<file path="config.mk">
export PLATFORM = sky130hd
export DESIGN_NAME = scoreboard_reg_file
export DESIGN_NICKNAME = d
export VERILOG_FILES = /design/src/rtl/scoreboard_reg_file.sv
export SDC_FILE = /design/constraint.sdc
export NUM_CORES = 1
export LEC_CHECK = 0
export ABC_CLOCK_PERIOD_IN_PS = 1950
export BUFFER_PORTS_ARGS = -buffer_cell sky130_fd_sc_hd__buf_4
export CORE_MARGIN = 1
export CORE_UTILIZATION = 30
export CTS_BUF_LIST = sky130_fd_sc_hd__clkbuf_4
export DETAILED_ROUTE_END_ITERATION = 8
export PLACE_DENSITY = 0.62
export SKIP_LAST_GASP = 1
export SYNTH_ARGS = -nofsm -noshare
export SYNTH_HDL_FRONTEND = slang
export SYNTH_SLANG_ARGS = --single-unit
export TNS_END_PERCENT = 20
</file>
<file path="constraint.sdc">
create_clock -name clock -period 1.95 [get_ports clock]
set_input_delay 0 -clock clock [delete_from_list [all_inputs] [get_ports clock]]
set_output_delay 0 -clock clock [all_outputs]
set_load 0.005 [all_outputs]
</file>
<file path="src/rtl/scoreboard_reg_file.sv">
// Register file with two combinational read ports, one write port, register 0 tied to zero,
// optional write-to-read bypass and a per-register pending-write scoreboard for ID-stage stalls.
module scoreboard_reg_file #(
    parameter int WIDTH  = 16,
    parameter int ADDR_W = 2,
    parameter int BYPASS = 1
) (
    input  logic              clock,
    input  logic              reset,
    input  logic [ADDR_W-1:0] rr1,
    input  logic [ADDR_W-1:0] rr2,
    output logic [WIDTH-1:0]  rd1,
    output logic [WIDTH-1:0]  rd2,
    output logic              busy1,
    output logic              busy2,
    input  logic [ADDR_W-1:0] wr,
    input  logic [WIDTH-1:0]  wd,
    input  logic              regwrite,
    input  logic              iss_valid,
    input  logic [ADDR_W-1:0] iss_wr,
    output logic              iss_ready,
    output logic [ADDR_W:0]   pend_cnt
);

    localparam int   NREGS = 2 ** ADDR_W;
    localparam logic BYP   = (BYPASS != 0);

    logic [WIDTH-1:0] regs [1:NREGS-1];
    logic [NREGS-1:1] pending;

    // Index-0 views so reads can use any address; slot 0 is a constant, not storage.
    logic [WIDTH-1:0] reg_view [NREGS];
    logic [NREGS-1:0] pend_view;

    always_comb begin
        reg_view[0] = '0;
        for (int i = 1; i < NREGS; i++) begin
            reg_view[i] = regs[i];
        end
        pend_view = {pending, 1'b0};
    end

    // Issue handshake: a request (iss_valid) is taken on an edge where iss_ready is high;
    // while iss_ready is low the requester holds iss_valid and iss_wr stable (WAW stall).
    // A writeback to the same register in the same cycle frees the slot for the new issue.
    logic wr_hits_iss;
    logic iss_fire;

    always_comb begin
        wr_hits_iss = regwrite && (wr == iss_wr);
        iss_ready   = (iss_wr == '0) || !pend_view[iss_wr] || wr_hits_iss;
        iss_fire    = iss_valid && iss_ready && (iss_wr != '0);
    end

    always_ff @(posedge clock) begin
        if (reset) begin
            for (int i = 1; i < NREGS; i++) begin
                regs[i]    <= '0;
                pending[i] <= 1'b0;
            end
        end else begin
            for (int i = 1; i < NREGS; i++) begin
                if (regwrite && (wr == ADDR_W'(i))) begin
                    regs[i]    <= wd;
                    pending[i] <= 1'b0;
                end
                // Placed after the clear so a same-cycle issue leaves the register pending.
                if (iss_fire && (iss_wr == ADDR_W'(i))) begin
                    pending[i] <= 1'b1;
                end
            end
        end
    end

    logic hit1;
    logic hit2;

    always_comb begin
        hit1  = BYP && regwrite && (wr == rr1);
        hit2  = BYP && regwrite && (wr == rr2);

        rd1   = (rr1 == '0) ? '0 : (hit1 ? wd : reg_view[rr1]);
        rd2   = (rr2 == '0) ? '0 : (hit2 ? wd : reg_view[rr2]);

        busy1 = (rr1 != '0) && pend_view[rr1] && !hit1;
        busy2 = (rr2 != '0) && pend_view[rr2] && !hit2;
    end

    always_comb begin
        pend_cnt = '0;
        for (int i = 1; i < NREGS; i++) begin
            pend_cnt = pend_cnt + (ADDR_W + 1)'(pending[i]);
        end
    end

endmodule

</file>
# Yosys cells after proc, flatten, opt, wreduce, memory -nomap -nowiden
# Memory sizes are Yosys's and may differ from the RTL's.
# Cells that the tools add are included.
# totals
mem_count,1
regBits,3
input_bits,28
mem_bits_rw,48
elab_cells,90
out_inout_bits,38
# memory_table
memory,words,width,rd,rd_clocked_by_memory_dff,write_ports,line,source
regs,3,16,3,0,3,28,logic [WIDTH-1:0] regs [1:NREGS-1];
# op_classes
eq_ne,9
n_reduce_logical,29
n_bitwise,5
addsub,2
mux,36
order_cmp,5
# op_table
operator,n
2-to-1 mux 16 bit,11
binary-select mux 16 bit (select 2 bit),2
2-to-1 mux 1 bit,20
logical AND 1 bit,15
nonzero test 2 bit,6
less-than comparator 2 x 3 -> 1 bit (second input constant),3
equality test 2 bit (second input constant),4
binary-select mux 1 bit (select 2 bit),3
equality test 2 bit,3
greater-or-equal comparator 3 bit (second input constant),2
logical NOT 2 bit,3
inverter 2 -> 3 bit,2
equality test 2 x 1 -> 1 bit (second input constant),2
adder 2 x 1 -> 3 bit,1
logical NOT 1 bit,3
OR 1 bit,3
adder 1 x 1 -> 2 bit,1
logical OR 1 bit,2

# Longest topological paths before layout
# logic_depth
depth_word,9
ltp_mapped,6
ltp_nobuf,3

# Worst setup path after synthesis
# OpenSTA, ideal clock, no wires.
# synth_path
path_kind,input port to flip-flop
from,in regwrite
to,"reg, netlist name regs[0][16]"
setup_ns,0.414
setup_slack_ns,0.100
t_arrival_ns,1.437
path_buffers,1
required_ns,1.536
stages,3
path_cell_list,buf_2 nand2_1 o21ai_0
# synth_lines
item,line,source
start: declaration,18,"input logic regwrite,"

# Worst setup path after layout
# layout_path
from,in wr[1]
to,out rd2[11]
# layout_via
elab_chain_cells,4
# layout_rtl
item,line,source
start: declaration,16,"input logic [ADDR_W-1:0] wr,"
equality test 2 bit,80,hit2 = BYP && regwrite && (wr == rr2);
logical AND 1 bit,80,
2-to-1 mux 16 bit (2 in series),83,rd2 = (rr2 == '0) ? '0 : (hit2 ? wd : reg_view[rr2]);
end: declaration,13,"output logic [WIDTH-1:0] rd2,"
# Every way passes these cells.

==> impl_metrics.csv <==
group,metric,value,unit
final_layout,final_nets,392,
drt,dr.pass1.iters,7,
cts,numClockSinks,51,
yosys,synth_edf_count,48,
critical_path,cp-start-kind,"input port",
timing,worstMarginPinSlew,0.953,ns
worst_hold_path,hp-start,"regwrite",
yosys,netlist.area_leader.share,45.5,%
final_layout,drive_gt1_share,24.8,%
yosys,synth_cell_types,33,
critical_path,r2r_start,"pending[2]$_SDFFE_PP0P_",
floorplanning,die_area,11000,um2
timing,grt_setup_unrepaired,"no",
global_routing,grtUsageMet1,21.9,%
yosys,syn_area,3170,um2
power_and_ir_drop,ir_drop,0.000213,V
yosys,yosys.area.top_type,"edfxtp_1",
cts,clock_latency,0.35,ns
floorplanning,die_h,105,um
worst_hold_path,hold_path_end,"pending[3]$_SDFFE_PP0P_",
power_and_ir_drop,leakagePower,1.65,nW
timing,maxSlewHeadroom,36.2,%
yosys,synth_nets,316,
cts,cts-hold-fix-buffers,21,
cts,cts_resized,0,
critical_path,cp_max_fo,10,
critical_path,criticalPathCategory,"in -> out",
cts,clk_pin_slew_worst_paths,0.13,ns
final_layout,diodes,0,
worst_hold_path,whs_path_depth,3,
global_routing,grt_max_degree,35,
floorplanning,core_area,10300,um2
placed_design,portBuffers,64,
yosys,synth.avg_cell_area,11.0,um2
placed_design,placed_cells,471,
critical_path,arrival,1.66,ns
drt,drtAntennaViolNets,0,
drt,finalWirelength,9020,um
drt,vias_per_cell,5.36,
timing,slew_viol_final,0,
floorplanning,start_util,30.8,%
yosys,ys_warn_count,0,
yosys,synth-seq-cells,51,
critical_path,cp-end-kind,"primary output",
floorplanning,die_w,105,um
final_layout,syn2layout_area_growth,26.3,%
power_and_ir_drop,power,2.40,mW
timing,finClkSkew,0,ns
cts,postCtsSetupRepairBufs,0,
timing,tns,0,ns
critical_path,ff2ff_path_depth,3,
cts,cts-root-buf,"clkbuf_4",
yosys,synth_common_cells,"and2_1 (48), edfxtp_1 (48), a222oi_1 (32), mux2i_1 (32), o21ai_0 (29)",
critical_path,worst-r2r-setup-slack,0.40,ns
drt,remaining_drc_errors,0,
cts,cts_tree,"yes",
flow_run,cap_violations,0,
critical_path,r2r-end,"pending[2]$_SDFFE_PP0P_",
timing,post-route-period-util,85.3,%
power_and_ir_drop,power_density,600,nW/um2
placed_design,hpwl,5800,um
global_routing,antenna_found_initial,0,
global_routing,overflow,0,
cts,cts_buffer_depth,2,
global_routing,grt_pass1_wl,14000,um
cts,cts_buffers,5,
timing,final_hold_viol_count,0,
global_routing,track_usage,16.6,%
timing,period_needed,1.66,ns
timing,setup_violations,0,
final_layout,fillers,1052,
placed_design,place_congestion,0.733,
yosys,synth_ff_type,"edfxtp_1",
worst_hold_path,hp-class,"in -> reg",
global_routing,use_met2,27.6,%
drt,wl_per_cell,18.1,um
global_routing,grtUsageMet3,3.56,%
run_status,status,"finished clean",
cts,h-tree-depth,2,
drt,drt-initial-drc-count,362,
global_routing,grt_most_used_layer,"met2",
yosys,netlist_top_cells_area,"edfxtp_1 (45%), a222oi_1 (10%), mux2i_1 (10%), and2_1 (9.5%), o21ai_0 (4.6%)",
yosys,seq_area_frac_synth,47.4,%
drt,dr_total_vias,2675,
global_routing,grt_pass1_vias,2618,
timing,fmax,601,MHz
critical_path,critical_path_required,1.95,ns
yosys,synth-async-reset-ratio,0,%
floorplanning,rows,37,
floorplanning,io_pins,66,
final_layout,layout.cells.non_filler,499,
yosys,synthesis.instances,287,
[registers in the layout, summed over array words and instances, names as in the netlist]
name	cells
pending	3
regs	48
[cells by family after synthesis]
logic type | share of synthesized area [%]
buf+inv | 7.58
compound gates | 17.5
other cells | 0.118
fa+ha+maj | 0.632
mux | 11.5
simple gates | 13.6
xor+xnor | 1.66
flops | 47.4
[power breakdown]
part	internal [mW]	switching [mW]	leakage, nW
registers	1.28	0.0395	0.497
logic	0.308	0.311	1.13
clock network	0.135	0.327	0.0310
total	1.72	0.678	1.65
[worst max-delay path, cell delays in order]
cell and delay (ns):
buf_4 0.15, xnor2_1 0.16, a31oi_1 0.74, buf_4 0.31, a222oi_1 0.11, buf_4 0.19
[cell type report]
class                      count  area, um2  share of cell area [%]
clock inverter                 2       13.8                   0.344
sequential                    51       1500                    37.5
tap                          136        170                    4.25
inverter                      21       78.8                    1.97
multi-input combinational    188       1430                    35.7
clock buffer                   5       37.5                   0.938
timing repair buffer          96        773                    19.3
[routing by layer]
layer / routed length [um] / vias up
li1: - / 1248
met2: 4360 / 112
met4: 116 / 0
met5: 0 / -
met1: 3870 / 1300
met3: 675 / 15
[cells in the final DEF (no fill, tap or decap), drive strengths merged]
| master | n |
|---|---|
| fa | 1 |
| a222oi | 32 |
| dlygate4sd3 | 21 |
| edfxtp | 48 |
| and4 | 1 |
| buf | 75 |
| mux2 | 4 |
| and2 | 48 |
| and4b | 1 |
| inv | 19 |
| clkbuf | 5 |
| or2 | 1 |
| xnor2 | 6 |
| o22ai | 2 |
| nand4 | 1 |
| o21ai | 33 |
| nand3b | 1 |
| nand2 | 4 |
| a22oi | 1 |
| dfxtp | 3 |
| a31o | 1 |
| and3b | 1 |
| a31oi | 4 |
| nor2b | 1 |
| and4bb | 2 |
| conb | 1 |
| clkinv | 4 |
| nand3 | 5 |
| a21oi | 3 |
| mux2i | 32 |
| and3 | 2 |
[metrics by stage]
| stage | hold WS [ns] | area, um2 | utilization (%) | setup WS (ns) |
|---|---|---|---|---|
| after floorplan | 0.0691 | 3170 | - | 0.0997 |
| after global routing | 0.0530 | 4000 | 38.9 | 0.220 |
| final | 0.0469 | 4000 | 38.9 | 0.287 |
| after detailed placement | 0.202 | 3740 | 36.4 | 0.338 |
| after CTS | 0.0344 | 4000 | 38.9 | 0.336 |
| after global placement | 0.199 | 3740 | 36.4 | 0.400 |
[worst max path at each step]
stage | startpoint | to | slack, ns | cells past startpoint
CTS | wr[1] | rd2[11] | 0.34 | 6
global placement | wr[1] | rd2[9] | 0.40 | 6
global route | wr[1] | rd1[11] | 0.22 | 6
finish | wr[1] | rd2[11] | 0.29 | 6
floorplan | regwrite | regs[0][16]$_SDFFCE_PN0P_ | 0.1 | 3
detailed placement | wr[1] | rd2[11] | 0.34 | 6
Note: power is estimated with default switching activity, not from simulation.
